===== src/rtl/rr_arb_mux_pkg.sv =====
// rr_arb_mux_pkg: arbitration mode encodings shared by the arbiter mux and its picker
package rr_arb_mux_pkg;
    localparam int ARB_MODE_RR  = 0;
    localparam int ARB_MODE_FIX = 1;
endpackage


===== src/rtl/rr_arb_mux_pick.sv =====
// rr_pick: rotated priority search returning the first requester at or after base, wrapping at N-1
module rr_pick #(
    parameter int N    = 8,
    parameter int SELW = 3
) (
    input  logic [N-1:0]    req,
    input  logic [SELW-1:0] ptr,
    input  logic            mode,
    output logic [SELW-1:0] g,
    output logic            any
);
    logic [SELW-1:0] base;
    logic [N-1:0]    rot;
    int              p;
    int              s;
    always_comb begin
        base = mode ? '0 : ptr;
        rot  = N'({req, req} >> base);
        p    = 0;
        for (int i = N - 1; i >= 0; i--) p = rot[i] ? i : p;
        s    = p + int'(base);
        g    = SELW'(s >= N ? s - N : s);
    end
    assign any = |req;
endmodule


===== src/rtl/rr_arb_mux.sv =====
// rr_arb_mux: N-channel valid/ready arbiter mux with a single registered output stage
module rr_arb_mux
    import rr_arb_mux_pkg::*;
#(
    parameter int WIDTH = 32,
    parameter int N     = 8,
    parameter int SELW  = 3,
    parameter int MODE  = ARB_MODE_RR
) (
    input  logic                 clk,
    input  logic                 reset,
    input  logic                 flush,
    input  logic [N-1:0]         in_valid,
    input  logic [N*WIDTH-1:0]   in_data,
    output logic [N-1:0]         in_ready,
    output logic                 out_valid,
    output logic [WIDTH-1:0]     out_data,
    output logic [SELW-1:0]      out_sel,
    input  logic                 out_ready
);
    if (SELW < $clog2(N) || N < 2 || N > 16) begin : g_bad_param
        $error("rr_arb_mux: N must be 2..16 and SELW >= clog2(N)");
    end
    logic [SELW-1:0] ptr;
    logic [SELW-1:0] g;
    logic            any;
    logic            accept;
    rr_pick #(.N(N), .SELW(SELW)) u_pick (
        .req  (in_valid),
        .ptr  (ptr),
        .mode (MODE == ARB_MODE_FIX),
        .g    (g),
        .any  (any)
    );
    assign accept   = !out_valid || out_ready;
    assign in_ready = (accept && any && !flush && !reset) ? N'(1) << g : '0;
    always_ff @(posedge clk) begin
        if (reset) begin
            out_valid <= 1'b0;
            out_data  <= '0;
            out_sel   <= '0;
            ptr       <= '0;
        end else if (flush) begin
            out_valid <= 1'b0;
        end else if (accept) begin
            out_valid <= any;
            if (any) begin
                out_data <= in_data[int'(g) * WIDTH +: WIDTH];
                out_sel  <= g;
                if (MODE == ARB_MODE_RR) ptr <= (g == SELW'(N - 1)) ? '0 : g + 1'b1;
            end
        end
    end
endmodule


===== config.mk =====
export PLATFORM = sky130hd
export DESIGN_NAME = rr_arb_mux
export DESIGN_NICKNAME = d
export VERILOG_FILES = /design/src/rtl/rr_arb_mux_pkg.sv /design/src/rtl/rr_arb_mux_pick.sv /design/src/rtl/rr_arb_mux.sv
export SDC_FILE = /design/constraint.sdc
export NUM_CORES = 1
export LEC_CHECK = 0
export BUFFER_PORTS_ARGS = -buffer_cell sky130_fd_sc_hd__buf_2
export CAP_MARGIN = 15
export CORE_AREA = 5 5 117 119
export CTS_CLUSTER_SIZE = 12
export DETAILED_ROUTE_END_ITERATION = 10
export DIE_AREA = 0 0 122 124
export PLACE_DENSITY = 0.74
export SYNTH_ARGS = -nofsm -noshare
export SYNTH_HDL_FRONTEND = slang
export SYNTH_SLANG_ARGS = --single-unit

===== constraint.sdc =====
create_clock -name clk -period 14.1 [get_ports clk]
set_clock_uncertainty 0.15 [all_clocks]
set_input_delay 4.23 -clock clk [delete_from_list [all_inputs] [get_ports clk]]
set_output_delay 4.23 -clock clk [all_outputs]
set_load 0.1 [all_outputs]

After elaboration in Yosys (flattened, before gate mapping)
Index checks and enable logic that the tools add are counted.
{"block": "word_totals", "ff_bits": 39, "out_inout_bits": 44, "input_bits": 268, "word_cells": 34}
{"block": "classes", "n_mux": 11, "n_shift": 3, "bitwise": 1, "n_reduce_logical": 10, "n_eq_ne": 1, "addsub": 3, "magnitude_cmp": 1}
{"cell": "variable part select 256 x 9 -> 32 bit", "count": 1}
{"cell": "2-to-1 mux 32 bit", "count": 7}
{"cell": "adder 32 x 4 -> 32 bit", "count": 1}
{"cell": ">= comparator 32 x 5 -> 1 bit (second input constant)", "count": 1}
{"cell": "right shift 16 x 3 -> 8 bit", "count": 1}
{"cell": "2-to-1 mux 3 bit", "count": 3}
{"cell": "2-to-1 mux 8 bit", "count": 1}
{"cell": "OR reduction 8 bit", "count": 1}
{"cell": "<< shifter 1 x 3 -> 8 bit (first input constant)", "count": 1}
{"cell": "adder 3 x 1 -> 3 bit (second input constant)", "count": 1}
{"cell": "equality test 3 bit (second input constant)", "count": 1}
{"cell": "logical AND 1 bit", "count": 3}
{"cell": "zero test 1 bit", "count": 3}
{"cell": "AND reduction 3 bit", "count": 1}
{"cell": "subtractor 3 x 1 -> 3 bit (second input constant)", "count": 1}
{"cell": "OR reduction 2 bit", "count": 1}
{"cell": "logical OR 1 bit", "count": 1}
{"cell": "inverter 1 bit", "count": 1}

Logic depth before layout (Yosys ltp)
Gate-level depths: netlist of run 1.
{"block": "depth", "depth_word": 14, "depth_mapped": 21, "mapped_depth_nobuf": 15}

Cells and area by module
Synthesis of run 1 repeated with hierarchy kept, for this count alone.
{"block": "unflattened", "cells_unflattened": 461, "area_unflattened_um2": 4083.9}
{"module": "rr_arb_mux", "cells_per_inst": 417, "n_inst": 1, "seq_area_each_um2": 780.7, "area_per_inst_um2": 3607.2}
{"module": "rr_pick", "cells_per_inst": 44, "n_inst": 1, "seq_area_each_um2": 0.0, "area_per_inst_um2": 476.7}

Worst setup path before layout of run 1
No wires, ideal clock.
{"block": "synth_path", "kind": "in2out", "startpoint": "in in_valid[4]", "endpoint": "out in_ready[4]", "arrival_ns": 8.879, "n_path_buf": 1, "stages": 13, "required_time_ns": 9.720, "setup_slack_ns": 0.841, "path_cell_list": "mux2_2 o21ai_0 nand2_1 o221a_2 o21ai_0 a22o_1 ha_1 inv_1 fa_1 xnor2_1 clkbuf_1 xnor2_1 nor3_1"}
{"block": "synth_between", "elab_chain_len": 14, "elab_cells_between_ends": 19, "classes_between": "add/sub: 2; order compare: 1; shift: 2; mux: 10; reduce/logical: 4"}
{"element": "from (decl)", "line_no": "rr_arb_mux.sv:13", "rtl": "input logic [N-1:0] in_valid,"}
{"element": "right shift 16 x 3 -> 8 bit", "line_no": "rr_arb_mux_pick.sv:18", "rtl": "rot = N'({req, req} >> base);"}
{"element": "2-to-1 mux 3 bit", "line_no": "rr_arb_mux_pick.sv:20", "rtl": "for (int i = N - 1; i >= 0; i--) p = rot[i] ? i : p;"}
{"element": "2-to-1 mux 32 bit (7 in series)", "line_no": "rr_arb_mux_pick.sv:20"}
{"element": "adder 32 x 4 -> 32 bit", "line_no": "rr_arb_mux_pick.sv:21", "rtl": "s = p + int'(base);"}
{"element": ">= comparator 32 x 5 -> 1 bit / subtractor 3 x 1 -> 3 bit (equally long branches)", "line_no": "rr_arb_mux_pick.sv:22", "rtl": "g = SELW'(s >= N ? s - N : s);"}
{"element": "2-to-1 mux 3 bit", "line_no": "rr_arb_mux_pick.sv:22"}
{"element": "<< shifter 1 x 3 -> 8 bit", "line_no": "rr_arb_mux.sv:36", "rtl": "assign in_ready = (accept && any && !flush && !reset) ? N'(1) << g : '0;"}
{"element": "2-to-1 mux 8 bit (*)", "line_no": "rr_arb_mux.sv:36"}
{"element": "to (decl)", "line_no": "rr_arb_mux.sv:15", "rtl": "output logic [N-1:0] in_ready,"}
Mark *: on every way between the ends. The rest lies on a longest branch, timed or not.

Worst setup path after layout of run 1
{"block": "layout_path", "startpoint": "in in_valid[0]", "endpoint": "out in_ready[4]"}
The elaborated chain is that of the path after synthesis.

==> impl_results.md, run 1 <==
- Max Transition Viols Final: 0
- CTS tree: built
- WP data arrival: between 7000 and 8000 ps
- Starting Density: roughly two fifths
- P&R area growth vs syn: 33.5%
- Max_cap viols: 0
- Final setup fails: 0
- GRT Total Usage: ~23%
- FP Rows: 41
- Pre-antenna DRT Iters: 5
- Gr ovfl total: 0
- Gpl congestion: 0.959
- Endpoint, Worst Hold: out_sel[0]$_SDFFE_PP0P_
- Drt drc: 0
- Final setup TNS: 0 ps
- Wirelength per Cell: ~18 µm
- Initial DRC Count: between 500 and 600
- Post-route ant nets: 0
- Initial antenna violation count: 6
- Vias/cell: ~5.8
- Distinct cells, synth: between 40 and 50
- Placeable Area: between 10000 and 15000 µm²
- CP Launch Type: primary input
- Routed wire length: about 18000 µm
- P per Cell Area: 268 nW/µm²
- Dpl hpwl: about 14000 µm
- Number of global-route vias before repair: 5554
- Status: finished clean
- Design Area, Final: 6900 µm²
- Max_slew headroom: 30.5%
- H-tree depth: 2
- Synth area leaders: mux4_2, dfxtp_1, nor3_1, mux2_4, nor4_1
- Share of cells above drive strength 1: a little over half
- Post-synth EDFFs: 0
- Critical path class: in -> out
- Post-Syn Area: approximately 5200 µm²
- Clock Sinks: 39
- Buffers added on ports: 311
- First-pass GRT wire length: about 28000 µm
- Crit Reg-Reg Startpoint: ptr[1]$_SDFFE_PP0P_
- Die H: between 100 and 150 µm
- Fmax: roughly 0.084 GHz
- Final Util: 55.4%
- Hold buffers post-CTS: 0
- Syn_area_per_cell: just over 9 µm²
- Clock Tree Root: clkbuf_16
- Nets: approximately 1100
- Yosys warns: 0
- CTS Buffer Depth: 2
- Async S/R FF share, synth: 0%
- Worst endpoint required time: about 9700 ps
- RSZ-0062 raised after global routing: false
- P_leak: around 3.1 nW
- Syn_nets: between 800 and 900
- Hold Path Origin: out_sel[0]$_SDFFE_PP0P_
- Hold Vio Cnt, Final: 0
- Ys flop type: dfxtp_1
- Placed Cells incl. Taps: 984
- Worst flop-to-flop path endpoint: out_data[0]$_SDFFE_PP0P_
- Worst hold slack: 311 ps
- Worst-Margin Slew: 1040 ps
- CP endpoint kind: output port
- Fin crit period: between 10000 and 15000 ps
- Cells after Synth: between 500 and 600
- Post-cts sizing count: 0
- HP Class: reg -> reg
- Sequential fraction of the synthesis area: between 15 and 20%
- Cts bufs inserted: 5
- Synth top area share: between 20% and 30%
- Die area: ~15000 µm²
- Layout Cells excl Fill: ~1000
- Placed inst area: about 6800 µm²
- Reg clk slew, reported paths: roughly 60 ps
- Worst ir drop on vdd: 0.163 mV
- Total setup buffers inserted after CTS: 0
- Crit share post-route: between 80% and 90%
- Largest net degree at the start of global routing: around 100
- Post-synth top area cell: mux4_2
- Yosys reg bits: 39
- Clock Latency Late Sink: 280 ps
- Chip Width: 122 µm
- Hold Crit Depth: 2
- Num ports: 312
- Via Count: approximately 5800
- Worst Reg2Reg Path Length in Cells: 14
- Reg2Reg Setup Slack: around 8900 ps
- Filler cell count: about 1200
- Critical path fanouts, max: 52
-- power breakdown --
group | leakage [nW] | internal [mW] | switching [mW] | total (mW)
logic | 2.66 | 0.589 | 0.957 | 1.55
registers | 0.324 | 0.158 | 0.0350 | 0.193
clock network | 0.0679 | 0.0655 | 0.0454 | 0.111
total | 3.05 | 0.812 | 1.04 | 1.85
-- worst max path at each step --
| stage | from | to | slack (ps) | depth (start not counted) |
|---|---|---|---|---|
| floorplan | in_valid[4] | in_ready[4] | 840 | 13 |
| global placement | in_valid[6] | in_ready[4] | 2370 | 9 |
| detailed placement | in_valid[6] | in_ready[4] | 2290 | 9 |
| CTS | in_valid[6] | in_ready[4] | 2270 | 9 |
| global route | in_valid[0] | in_ready[4] | 2000 | 9 |
| finish | in_valid[0] | in_ready[4] | 2220 | 9 |
-- worst max-delay path, cell delays in order --
cell and delay (ps):
buf_2 150, nor3b_1 280, nor3_1 90, nor4_1 480
o211a_4 640, buf_4 600, xnor2_1 310, nor3_1 220
buf_2 450
-- synthesized netlist by cell type (2+ instances only) --
master    instances
a211oi_1          2
a21oi_1           6
and3_1           32
buf_1             5
buf_2             3
buf_6             5
clkbuf_1         57
dfxtp_1          39
ha_1              3
inv_1             7
mux2_1            9
mux2_2            4
mux2_4           23
mux2i_1           6
mux4_2           65
nand2_1          17
nand2b_1          3
nand3_1           3
nor2_1           41
nor3_1           93
nor3b_1           8
nor4_1           48
nor4_2           23
o21ai_0          39
or4_1             5
xnor2_1           3
-- placed cells by master (no fill, tap or decap), types with 17 or more instances in the layout --
cell     instances
nor4_2          23
nor4_1          48
buf_2          311
dfxtp_1         39
nand2_1         17
nor3_1          92
mux2_4          23
nor2_1          41
and3_1          32
mux4_2          65
o21ai_0         39
-- through the flow --
| stage | setup slack [ps] | power (mW) |
|---|---|---|
| after floorplan | 841 | 1.48 |
| after global placement | 2370 | 1.73 |
| after detailed placement | 2290 | 1.75 |
| after CTS | 2270 | 1.86 |
| after global routing | 2000 | 1.97 |
| final | 2220 | 1.85 |
-- routing by layer --
layer	GRT usage (%)	vias to the layer above	routed length [µm]
met1	27.5	2729	6900
met4	7.98	6	452
met2	39.8	245	9400
met5	0	-	28
li1	-	2751	-
met3	6.31	40	1550
-- cell families (layout without fill, tap and decap cells) --
group / after synthesis / in the layout / synth area share (%)
AND/OR/NAND/NOR: 277 / 277 / 31.5
buffers and inverters: 77 / 333 / 6.39
XOR/XNOR: 4 / 4 / 0.678
AO/OA/AOI/OAI: 56 / 56 / 6.22
adder cells (fa/ha/maj): 4 / 4 / 1.11
multiplexers: 107 / 107 / 39.0
flip-flops: 39 / 39 / 15.1
other: 0 / 4 / 0
-- registers in the layout (all words and copies together) (netlist names) --
name and cells:
out_data 32, out_sel 3, ptr 3, out_valid 1
-- cell type report --
type,count,area (µm²),share of cell area [%]
timing repair buffer,318,1610,23.3
multi-input combinational,448,4120,59.7
clock inverter,1,5.00,0.0725
clock buffer,7,133,1.92
antenna,4,10.0,0.145
inverter,7,26.3,0.381
tap,172,215,3.12
sequential,39,781,11.3
No activity file was read; power rests on OpenSTA's default activity.
==> inputs of run 2 (changes only) <==
Settings changed: CORE_AREA 5 5 117 119 to default, CORE_ASPECT_RATIO from default to 1.75, CORE_MARGIN from default to 5, CORE_UTILIZATION from default to 41, DIE_AREA 0 0 122 124 to default, PLACE_DENSITY 0.74 to 0.77.
Clock period 14.1 ns to 9.9 ns, I/O delays scaled along.
==> run 2 against run 1 <==
  * Via count is 0.31% higher
  * First-iteration DRC count is 51% lower
  * Critical path depth is 5 higher
  * Sequential cell count stayed put
  * Sequential share of layout area is 0.17 points lower
==> impl_results.md, run 2 (synthesized netlist as in run 1, its figures left out) <==
- Routed wire length: 18600 µm (+1.6%)
- Max_cap viols: 0 (unchanged)
- Max Transition Viols Final: 0 (unchanged)
- Worst endpoint required time: 6780 ps (-2940 ps)
- Max_slew headroom: 38.6% (+8.2 points)
- Crit-path cells: buf_2, mux2i_1, a211oi_1, a311oi_1, o21ai_0, a22o_1, ha_4, inv_1, fa_4, inv_1, ha_1, nand2_1, nor2_2, buf_2
- Hold Path Origin: out_sel[0]$_SDFFE_PP0P_
- Vias/cell: 5.84 (+0.72%)
- Clock Latency Late Sink: 280 ps (about the same)
- Clock Sinks: 39 (unchanged)
- Dpl hpwl: 14700 µm (+3.0%)
- Placeable Area: 12400 µm² (-0.27%)
- Pwr Total: 2.69 mW (+46%)
- CP endpoint kind: output port
- Die H: 159 µm (+28%)
- Layout Cells excl Fill: 992 (-0.40%)
- Gr ovfl total: 0 (unchanged)
- Final Util: 56.4% (+1.0 points)
- CP Launch Point: in_valid[7]
- Num ports: 312 (unchanged)
- Top flop regs: out_data x32, out_sel x3, ptr x3
- Reg clk slew, reported paths: 60 ps (about the same)
- HP Class: reg -> reg
- Drt drc: 0 (unchanged)
- WP data arrival: 6100 ps (-1400 ps)
- P&R area growth vs syn: 35.6%
- Hold buffers post-CTS: 0 (unchanged)
- RSZ-0062 raised after global routing: false
- Wirelength per Cell: 18.8 µm (+2.0%)
- Nets: 1094 (+0.27%)
- Pre-antenna DRT Iters: 4 (-1)
- Chip Width: 94.9 µm (-22%)
- Fin crit period: between 9000 and 10000 ps
- Critical path class: in -> out
- Gpl congestion: 0.861 (-10%)
- Crit Reg-Reg Startpoint: ptr[1]$_SDFFE_PP0P_
- Via Count: 5789 (+0.31%)
- Cts bufs inserted: 5 (unchanged)
- Worst ir drop on vdd: 0.287 mV (+76%)
- Final setup fails: 0 (unchanged)
- CP Launch Type: primary input
- Met2 Use GR: 41.5% (+1.6 points)
- CTS Buffer Depth: 2 (unchanged)
- P per Cell Area: 384 nW/µm² (+43%)
- Post-route ant nets: 0 (unchanged)
- Most Used Layer, Global Route: met2
- Clock Tree Root: clkbuf_16
- Initial DRC Count: 245 (-51%)
- Status: finished clean
- Fmax: approximately 0.11 GHz
- Top Family by Delay on Critical Path: adder cells
- Hold Vio Cnt, Final: 0 (unchanged)
- Placed Cells incl. Taps: 983 (-0.10%)
- CP Buf/Inv Count: 4 (+1)
- Reg with most FFs: out_data
- Slowest-stage cell, CP: fa_4
- Final worst slack: 681 ps (-1540 ps)
- Number of flip-flops in the largest register: 32 (unchanged)
- H-tree depth: 2 (unchanged)
- Post-cts sizing count: 0 (unchanged)
- Most common cell after layout, fill and taps aside: buf_2
- First-pass GRT wire length: 28400 µm (+3.0%)
- CTS tree: built
- Worst-Margin Slew: 919 ps (-122 ps)
- Largest net degree at the start of global routing: 99 (unchanged)
- Slowest stage delay, CP: 660 ps (+20 ps)
- Number of global-route vias before repair: 5779 (+4.1%)
- Most frequent cells in the layout: buf_2, nor3_1, mux4_2
- FP Rows: 54 (+32%)
- Final setup TNS: 0 ps (unchanged)
- Share of cells above drive strength 1: 55.2% (+0.65 points)
- Grt met1 use: 29.4% (+1.9 points)
- Crit share post-route: 93.1%
- Total setup buffers inserted after CTS: 0 (unchanged)
- Die area: 15000 µm² (-0.56%)
- P_leak: 3.09 nW (+1.3%)
- GRT Total Usage: 24.1% (+1.1 points)
- Initial antenna violation count: 1 (-5)
- Setup WS pre-CTS: 660 ps (-1630 ps)
- Critical path fanouts, max: 8 (-85%)
- Met3 Resource Use GR: 3.26% (-3.1 points)
- Starting Density: 41.6% (+0.11 points)
- Buffers added on ports: 311 (unchanged)
-- run 2: cell types whose count changed in the layout (fill, tap and decap cells not counted), sizes merged --
cell	change
buf	+3
diode	-3
bufinv	+1
clkbuf	-2
clkinv	+1
-- run 2: layout make-up --
type,instances,area (µm²)
multi-input cells,448,4130
well taps,168,210
repair buffers,321,1690
diodes,1,2.50
clock buffers,5,125
clock inverters,3,43.8
inverters,7,26.3
flip-flops and latches,39,781
fillers,1202,5420
-- run 2: metal layers --
layer | share of wire (%) | up-vias
li1 | - | 2760
met1 | 38 | 2729
met2 | 52 | 249
met3 | 5.9 | 51
met4 | 4.0 | 0
met5 | 0 | -
-- run 2: final timing paths --
path                                                 end  slack (ps)  cells after the start
worst max-delay path                         in_ready[3]         680                     14
worst min-delay path             out_sel[0]$_SDFFE_PP0P_         310                      2
worst max register to register  out_data[0]$_SDFFE_PP0P_        5030                     14
worst min register to register   out_sel[0]$_SDFFE_PP0P_         310                      2
-- run 2: worst register-to-register path: stages, from the launching register on --
cell,delay [ps]
dfxtp_1,920
mux2_2,470
o21ai_0,170
nand2_1,70
o221a_2,270
o21ai_0,160
a22o_1,190
ha_4,130
inv_1,50
fa_4,530
xnor2_2,180
buf_4,690
nor3_1,220
mux2_1,320
nor4_1,270
-- run 2: power by group --
part	internal [mW]	switching (mW)
clock network	0.119	0.0689
registers	0.225	0.0510
logic	0.855	1.37
-- run 2: through the flow --
step | cell area [µm²] | hold WS (ps)
floorplan | 5170 | 579
global placement | 6840 | 297
detailed placement | 6840 | 303
CTS | 7010 | 313
global route | 7010 | 333
finish | 7010 | 314
==> inputs of run 3 (changes only) <==
Settings changed: BUFFER_PORTS_ARGS -buffer_cell sky130_fd_sc_hd__buf_2 to -buffer_cell sky130_fd_sc_hd__buf_4.
==> run 3 against run 2 <==
  * Routed wire length is 8.9% higher
  * Global-route usage up 2.1 points
  * Cell count down 0.30%
  * Combinational power increased by 3%
  * Power increased by 1.9%
  * Final area up 9.6%
  * Critical path depth grew 1
  * Die area is the same
  * Via count rose by 2.7%
  * Sequential power is 3% higher
==> impl_results.md, run 3 (synthesized netlist as in run 1, its figures left out) <==
- Placed Cells incl. Taps: 981 (-0.20%)
- Most common cell after layout, fill and taps aside: buf_4
- Critical path class: in -> out
- Number of flip-flops in the largest register: 32 (unchanged)
- Number of global-route vias before repair: 6209 (+7.4%)
- Final setup fails: 0 (unchanged)
- Max_cap viols: 0 (unchanged)
- Via Count: 5945 (+2.7%)
- Reg clk slew, reported paths: 60 ps (about the same)
- Worst-Margin Slew: 1040 ps (+119 ps)
- Routed wire length: 20300 µm (+8.9%)
- Post-route ant nets: 0 (unchanged)
- Layout Cells excl Fill: 989 (-0.30%)
- Critical path fanouts, max: 7 (-1)
- Max_slew headroom: 30.7% (-7.9 points)
- Final worst slack: 623 ps (-58.0 ps)
- Initial antenna violation count: 0 (-1)
- Status: finished clean
- H-tree depth: 2 (unchanged)
- Setup WS pre-CTS: 678 ps (+17.6 ps)
- FP Rows: 54 (unchanged)
- Gpl congestion: 0.912 (+5.9%)
- Fmax: 0.108 GHz (-0.63%)
- P_leak: 3.30 nW (+6.7%)
- Hold buffers post-CTS: 0 (unchanged)
- Clock Tree Root: clkbuf_16
- Top flop regs: out_data x32, out_sel x3, ptr x3
- Worst endpoint required time: 6780 ps (about the same)
- Reg2Reg Setup Slack: 4830 ps (-200 ps)
- Nets: 1092 (-0.18%)
- Buffers added on ports: 311 (unchanged)
- WP data arrival: 6160 ps (+60 ps)
- Cts bufs inserted: 5 (unchanged)
- Gr ovfl total: 0 (unchanged)
- Filler cell count: 1088 (-9.5%)
- Placeable Area: 12400 µm² (unchanged)
- RSZ-0062 raised after global routing: false
- Most frequent cells in the layout: buf_4, nor3_1, mux4_2
- CTS tree: built
- Initial DRC Count: 329 (+34%)
- Die area: 15000 µm² (unchanged)
- Placed inst area: 7540 µm² (+10%)
- CP endpoint kind: output port
- First-pass GRT wire length: 31000 µm (+9.0%)
- CTS Buffer Depth: 2 (unchanged)
- Dpl hpwl: 15900 µm (+8.4%)
- Drt drc: 0 (unchanged)
- CP Launch Type: primary input
- P per Cell Area: 357 nW/µm² (-7.0%)
- P&R area growth vs syn: 48.5%
- Total setup buffers inserted after CTS: 0 (unchanged)
- Vias/cell: 6.01 (+3.0%)
- Crit share post-route: 93.7% (+0.59 points)
- Fin crit period: 9280 ps (+58.0 ps)
- GRT Total Usage: 26.2% (+2.1 points)
- Share of cells above drive strength 1: 54.8% (-0.35 points)
- Worst ir drop on vdd: 0.233 mV (-19%)
- N_diodes: 0 (-1)
- Num ports: 312 (unchanged)
- Reg with most FFs: out_data
- HP Class: reg -> reg
- Max Transition Viols Final: 0 (unchanged)
- Largest net degree at the start of global routing: 99 (unchanged)
- Wirelength per Cell: 20.5 µm (+9.2%)
- Clock Latency Late Sink: 280 ps (about the same)
- Die H: 159 µm (unchanged)
- Pre-antenna DRT Iters: 5 (+1)
- Hold Vio Cnt, Final: 0 (unchanged)
- Post-cts sizing count: 0 (unchanged)
- Design Area, Final: 7680 µm² (+9.6%)
- Chip Width: 94.9 µm (unchanged)
- Clock Sinks: 39 (unchanged)
- Starting Density: 41.6% (unchanged)
==> run 3: changes by cell type in the layout (fill, tap and decap cells not counted), sizes merged <==
cell	change
buf	-2
clkbuf	+2
bufinv	-1
clkinv	-1
diode	-1
==> run 3: critical path, stage by stage <==
cell	delay (ps)
buf_4	140
mux2_2	300
o21ai_0	170
nand2_1	80
o221a_2	280
o21ai_0	210
a22o_1	230
ha_4	130
inv_1	50
fa_4	830
inv_1	80
ha_1	260
nand2_1	120
nor2_1	50
buf_4	250
==> run 3: where the power goes <==
part / internal (mW) / switching (mW) / total (mW)
Sequential: 0.225 / 0.0583 / 0.283
Clock: 0.0932 / 0.0643 / 0.158
Combinational: 0.911 / 1.39 / 2.30
==> run 3: per-layer routing <==
layer / wire length, µm / up-vias / track usage, % / part of all wire [%]
met5: 0 / - / 0 / 0
met3: 1430 / 48 / 4.21 / 7.0
met4: 770 / 0 / 11.2 / 3.8
li1: - / 2756 / - / -
met2: 10800 / 290 / 46.5 / 53
met1: 7290 / 2851 / 30.8 / 36
==> run 3: metrics by stage <==
| step | hold WS, ps | TNS (ps) | utilization, % | power, mW |
|---|---|---|---|---|
| 3_3_place_gp | 305 | 0 | 60.6 | 2.53 |
| 2_1_floorplan | 579 | -1900 | - | 2.11 |
| 3_5_place_dp | 309 | 0 | 60.6 | 2.60 |
| 4_1_cts | 318 | 0 | 61.8 | 2.76 |
| 5_1_grt | 359 | 0 | 61.8 | 2.91 |
| 6_report | 314 | 0 | 61.8 | 2.74 |
==> run 3: cell type report <==
cell class              instances  area [µm²]  share of cell area (%)
multi-input cells             448        4130                    53.8
repair buffers                319        2390                    31.2
flip-flops and latches         39         781                    10.2
well taps                     168         210                    2.74
clock buffers                   7         133                    1.73
inverters                       7        26.3                   0.342
clock inverters                 1        5.00                  0.0652
==> run 3: path summary, 6_finish.rpt <==
kind,start,endpoint,depth (start not counted)
max,in_valid[4],in_ready[7],15
min,out_sel[0]$_SDFFE_PP0P_,out_sel[0]$_SDFFE_PP0P_,2
max reg2reg,ptr[1]$_SDFFE_PP0P_,out_data[2]$_SDFFE_PP0P_,14
min reg2reg,out_sel[0]$_SDFFE_PP0P_,out_sel[0]$_SDFFE_PP0P_,2
